$ cat config.mk
export PLATFORM = sky130hd
export DESIGN_NAME = cache_refill_ctrl
export DESIGN_NICKNAME = d
export VERILOG_FILES = /design/src/rtl/cache_refill_ctrl.sv
export SDC_FILE = /design/constraint.sdc
export NUM_CORES = 2
export LEC_CHECK = 0
export CORE_MARGIN = 2
export CORE_UTILIZATION = 45
export CTS_CLUSTER_SIZE = 30
export DETAILED_ROUTE_END_ITERATION = 12
export PLACE_DENSITY = 0.74
export RECOVER_POWER = 50
export SLEW_MARGIN = 15
export SYNTH_ARGS = -nofsm -noshare
export SYNTH_HDL_FRONTEND = slang
export SYNTH_SLANG_ARGS = --single-unit
$ cat constraint.sdc
create_clock -name clk -period 4 [get_ports clk]
set_input_delay 0.8 -clock clk [delete_from_list [all_inputs] [get_ports clk]]
set_output_delay 0.8 -clock clk [all_outputs]
set_load 0.005 [all_outputs]
$ cat src/rtl/cache_refill_ctrl.sv
// cache_refill_ctrl: lookup and miss-refill controller for a 2-way, 8-line-per-way data cache.
// Ports: clk/reset; req_valid/req_addr/req_ready request side; resp_valid/resp_data response;
// lineIndex/hit/setNo to and from the FIFO replacement unit; mem_req_valid/mem_req_addr/mem_req_ready
// line-fetch request; mem_rdata_valid/mem_rdata refill beats (offset 0 first).
// Optional macro CACHE_PERF_CNT_EN adds saturating hit_count/miss_count outputs.
// State advances on the falling clock edge so it lines up with the replacement unit.
module cache_refill_ctrl #(
  parameter int TAG_W = 8,
  parameter int DATA_W = 32,
  parameter int WORDS = 4,
  localparam int OFF_W = $clog2(WORDS),
  localparam int AW = TAG_W + 3 + OFF_W
) (
  input  logic              clk,
  input  logic              reset,
  input  logic              req_valid,
  input  logic [AW-1:0]     req_addr,
  output logic              req_ready,
  output logic              resp_valid,
  output logic [DATA_W-1:0] resp_data,
  output logic [2:0]        lineIndex,
  output logic              hit,
  input  logic              setNo,
  output logic              mem_req_valid,
  output logic [TAG_W+2:0]  mem_req_addr,
  input  logic              mem_req_ready,
  input  logic              mem_rdata_valid,
`ifdef CACHE_PERF_CNT_EN
  output logic [15:0]       hit_count,
  output logic [15:0]       miss_count,
`endif
  input  logic [DATA_W-1:0] mem_rdata
);
  localparam logic [2:0] IDLE = 3'd0, LOOKUP = 3'd1, MISS_REQ = 3'd2, REFILL = 3'd3, RESPOND = 3'd4;
  logic [2:0]        r_state;
  logic [TAG_W-1:0]  r_tag;
  logic [2:0]        r_idx;
  logic [OFF_W-1:0]  r_off;
  logic [OFF_W-1:0]  r_beat;
  logic              r_way;
  logic [15:0]       r_valid;
  logic [DATA_W-1:0] r_resp;
  logic [TAG_W-1:0]  r_tags [2][8];
  logic [DATA_W-1:0] r_data [2][8][WORDS];
  logic              w_m0, w_m1, w_last, w_beat;
  assign w_m0 = r_valid[{1'b0, r_idx}] && r_tags[0][r_idx] == r_tag;
  assign w_m1 = r_valid[{1'b1, r_idx}] && r_tags[1][r_idx] == r_tag;
  assign w_beat = !reset && r_state == REFILL && mem_rdata_valid;
  assign w_last = r_beat == OFF_W'(WORDS - 1);
  assign req_ready = !reset && r_state == IDLE;
  assign resp_valid = !reset && r_state == RESPOND;
  assign resp_data = reset ? '0 : r_resp;
  assign mem_req_valid = !reset && r_state == MISS_REQ;
  assign mem_req_addr = mem_req_valid ? {r_tag, r_idx} : '0;
  assign lineIndex = (reset || r_state == IDLE) ? 3'd0 : r_idx;
  // The single low pulse of hit is what commits the replacement on this line.
  assign hit = !(w_beat && w_last);
  always_ff @(negedge clk) begin
    if (reset) begin
      r_state <= IDLE;
      r_valid <= '0;
      r_beat <= '0;
      r_tag <= '0;
      r_idx <= '0;
      r_off <= '0;
      r_way <= 1'b0;
      r_resp <= '0;
    end else begin
      case (r_state)
        IDLE: if (req_valid) begin
          {r_tag, r_idx, r_off} <= req_addr;
          r_state <= LOOKUP;
        end
        LOOKUP: if (w_m0 || w_m1) begin
          r_resp <= r_data[w_m1][r_idx][r_off];
          r_state <= RESPOND;
        end else begin
          r_way <= setNo;
          r_state <= MISS_REQ;
        end
        MISS_REQ: r_state <= mem_req_ready ? REFILL : MISS_REQ;
        REFILL: if (mem_rdata_valid) begin
          r_beat <= r_beat + 1'b1;
          if (r_beat == r_off) r_resp <= mem_rdata;
          if (w_last) begin
            r_valid[{r_way, r_idx}] <= 1'b1;
            r_beat <= '0;
            r_state <= RESPOND;
          end
        end
        default: r_state <= IDLE;
      endcase
    end
  end
  // Arrays carry no reset; the valid bits alone decide whether their contents count.
  always_ff @(negedge clk) begin
    if (w_beat) begin
      r_data[r_way][r_idx][r_beat] <= mem_rdata;
      if (w_last) r_tags[r_way][r_idx] <= r_tag;
    end
  end
`ifdef CACHE_PERF_CNT_EN
  logic [15:0] r_hit_cnt, r_miss_cnt;
  logic        w_lookup;
  assign w_lookup = r_state == LOOKUP;
  assign hit_count = r_hit_cnt;
  assign miss_count = r_miss_cnt;
  always_ff @(negedge clk) begin
    if (reset) begin
      r_hit_cnt <= '0;
      r_miss_cnt <= '0;
    end else begin
      r_hit_cnt <= r_hit_cnt + 16'(w_lookup && (w_m0 || w_m1) && r_hit_cnt != 16'hFFFF);
      r_miss_cnt <= r_miss_cnt + 16'(w_lookup && !(w_m0 || w_m1) && r_miss_cnt != 16'hFFFF);
    end
  end
`endif
endmodule

======== Word level (Yosys, flattened, before mapping) ========
Memories as Yosys holds them, arrays and structs flattened.
Index checks and enable logic that the tools add are counted.
Widths: inputs -> output; s select.
cells by class
  order comparisons ....................... 9
  add/sub/neg operators ................... 1
  reductions and logical operators ........ 23
  bitwise gates (word level) .............. 5
  multiplexer cells ....................... 43
  eq/ne operators ......................... 13
operators with widths
  cell                count
  $mux 1024           1
  $bmux 128 s3        1
  $demux 128 s3       1
  $mux 128            3
  $mux 32             7
  $bmux 32 s2         1
  $demux 32 s2        1
  $mux 64             1
  $pmux 32 s2         1
  $bmux 8 s3          2
  $mux 8              5
  $demux 8 s3         1
  $eq 8x8->1          2
  $or 16x16->16       1
  $mux 3              5
  $pmux 3 s4          1
  $logic_and 1x1->1   11
  $mux 11             1
  $lt 4x5->1 const B  2
  $ne 2x2->1 const B  4
  $mux 1              7
  $bmux 1 s3          2
  $eq 3x2->1 const B  2
  $ge 3x3->1 const B  2
  23 further kinds    29
storage, ports and cells
  output and inout bits ................... 50
  memory bits (writable) .................. 2176
  input port bits ......................... 51
  memories ................................ 2
  bits in registers ....................... 67
memories
  name    depth  bits a word  read ports  clocked after memory_dff  write ports  line  text
  r_data  2      1024         1           0                         1            44    logic [DATA_W-1:0] r_data [2][8][WORDS];
  r_tags  2      64           2           0                         1            43    logic [TAG_W-1:0] r_tags [2][8];

======== Depth between registers and ports, before layout ========
An unclocked memory read counts as a cell.
  depth in word-level cells ............... 15
  mapped depth ............................ 15
  mapped depth without buffers ............ 9

==> results.toml <==
[global_route]
grt_pass1_wl_um = 355000
grt.overflow.total = 0
grt_usage_pct = 25.1
grt_start_max_net_pins = 126
antenna_found_initial = 17
grt_pass1_vias = 57578

[clock_tree]
clkSlewWorstSetupHoldPaths_ps = 40
cts_root_buf = "clkbuf_16"
cts_buffers = 216
cts.sinks = 2243
clock_latency_ps = 860
cts_tree = "yes"
cts.path.max_buffers = 3
htree_levels = 4

[die]
die_w_um = 443
rows = 161
initial_utilization_pct = 45.2
coreArea_mm2 = 0.192
ioPinCount = 101
die_area_mm2 = 0.196
die_h_um = 443

[critical_path]
critPathKind = "flip-flop to primary output"
crit_chain = "buf_6, nor2_4, and3_4, buf_6, and2_4, buf_6"
reg2reg_from = "r_idx[0]"
cp_common_cell = "buf_6"
cp-start-kind = "flip-flop"
crit_arrival_ps = 3940
crit_required_ps = 3200
critPathCaptureType = "primary output"
r2r-end = "r_resp[28]"
rr_worst_depth = 8
rrSetupSlack_ps = 140
slowest_stage = "dfxtp_2"
cp_max_fo = 4
max_stage_delay_ps = 330

[timing]
clock-skew-final_ps = 70.2
hold_violations = 0
rsz0062_at_grt = "yes"
worst_slack_ps = -735
hold-worst-slack_ps = 471
slew_viol_final = 168
worst_slew_pin_slew_ps = 1820
finalSetupViolCount = 334
slew_headroom_pct = -21.6

[synthesis]
netlist_top_cells_area = "edfxtp_1 75%, mux4_2 15%, mux2i_1 2.4%"
synth_seq_cells = 2243
synth_commonest_cells = "2176 x edfxtp_1, 592 x mux4_2, 208 x mux2i_1"
synth.most_common_cell = "edfxtp_1"
async_flop_share_pct = 0
yosys_warnings = 0
netlist_instances = 3882
syn_nets = 3937
synth_top_area_cell = "edfxtp_1"
synth_edf_count = 2176
synth_area_mm2 = 0.0867
syn_area_per_cell_um2 = 22.3
ys_seq_area_share_pct = 76.9
ys.flop_type = "edfxtp_1"
synth_cell_types = 56
netlist.area_leader.share_pct = 75.4

[route]
drc = 0
wl_met1_um = 88800
postRouteAntennaNets = 0
wl_per_cell_um = 26.6
wl_met2_um = 117000
top_layer = "met5"
first_iter_violations = 7761
totalWireLength_um = 248000
num_vias = 52609
wl_met3_um = 33100
drtPass1Iterations = 8
viasPerCell = 5.65

[placement]
portBuffers = 100
dp_hpwl_um = 142000
place_ws_ps = -789
dp.cells = 6648
routabilityCongestion = 0.893
placed_area_mm2 = 0.0947

[run_status]
violations = "max-capacitance violations, max-slew violations, negative setup slack"
status = "finished with violations"

[cells_and_area]
nFillCells = 13446
final-instance-count-excl-fill = 9316
area_delta_synth_final_pct = 27.2
drive_above_1_share_pct = 23.0
nets = 6670
fin_area_mm2 = 0.110

[run]
drv_cap = 6

[power]
leakage_uw = 0.0433
peakVddDrop_mv = 0.522
power.density_mw_per_mm2 = 548

[hold_path]
min_from = "r_valid[15]"
hp-class = "flip-flop to flip-flop"
hold_path_depth = 2
holdPathEnd = "r_valid[15]"
layout by cell type, fill, tap and decap left out, types with 23 or more instances in the layout:
cell type	instances
clkbuf_16	221
or2_2	25
buf_12	107
inv_1	2312
mux2i_1	208
buf_4	175
a311oi_1	31
nor2_4	68
dfxtp_1	27
clkinvlp_2	46
clkbuf_1	59
nand2_1	48
mux2_2	33
nor2b_4	23
edfxtp_1	2176
nor2_1	86
bufinv_16	37
mux4_2	592
nand2b_1	33
clkbuf_2	54
a21oi_1	112
buf_2	39
logic make-up after synthesis:
group,Yosys count,share of synthesized area (%)
AND/OR/NAND/NOR,362,2.04
buffers and inverters,237,1.31
flip-flops,2243,76.9
AO/OA/AOI/OAI,190,1.36
adder cells (fa/ha/maj),4,0.0577
XOR/XNOR,13,0.131
multiplexers,833,18.2
layout make-up:
| class | count | area, um^2 | share of cell area [%] |
|---|---|---|---|
| Sequential cell | 2243 | 66800 | 60.6 |
| Multi-Input combinational cell | 1403 | 19700 | 17.8 |
| Clock inverter | 2414 | 10300 | 9.35 |
| Clock buffer | 220 | 5510 | 4.99 |
| Timing Repair Buffer | 489 | 4760 | 4.32 |
| Tap cell | 2526 | 3160 | 2.87 |
| Inverter | 19 | 71.3 | 0.0647 |
| Antenna cell | 2 | 5.00 | 0.00454 |
worst max-delay path: cells and delay by family, from the launching register on:
kind,cells,cell delay [ps]
simple gates,3,470
flops,1,330
buf+inv,3,320
per-layer routing:
layer,GRT usage [%],up-vias
met1,32.1,26363
li1,-,21746
met2,37.5,4003
met4,13.1,6
met3,9.22,491
met5,0,-
metrics by stage:
step / utilization, % / power (uW) / TNS, ps
floorplan: - / 31400 / -645320
global placement: 49.3 / 33000 / -1554510
detailed placement: 49.3 / 33000 / -1553280
CTS: 57.7 / 61100 / -27600
global route: 57.4 / 63600 / -42390
finish: 57.4 / 60400 / -45450
how the worst max path moves through the flow:
stage	from	to
after floorplan	r_idx[0]	lineIndex[0]
after global placement	mem_rdata_valid	r_data[0][216]
after detailed placement	mem_rdata_valid	r_data[0][212]
after CTS	r_state[2]	mem_req_addr[6]
after global routing	r_state[2]	mem_req_addr[9]
final	r_state[2]	mem_req_addr[9]
state kept, by name, summed over array words and instances, names as in the netlist:
signal / flops
r_state: 3
r_off: 2
r_tag: 8
r_way: 1
r_data: 2048
r_resp: 32
r_valid: 16
r_tags: 128
r_idx: 3
r_beat: 2
where the power goes:
| group | internal [uW] | total (uW) | switching [uW] |
|---|---|---|---|
| logic | 1280 | 3470 | 2190 |
| registers | 26000 | 26000 | 46.7 |
| clock network | 15400 | 30900 | 15500 |
| total | 42600 | 60400 | 17800 |
timing repair:
item                                    in CTS  in global routing
resized for setup                          214                 82
hold buffers                                 0                  0
endpoints found under the setup margin      72                 82
pin swaps                                   17                  4
gates cloned                                 1                  1
buffers inserted                            16                 15
endpoints found under the hold margin        0                  0
No activity file was read; power rests on OpenSTA's default activity.
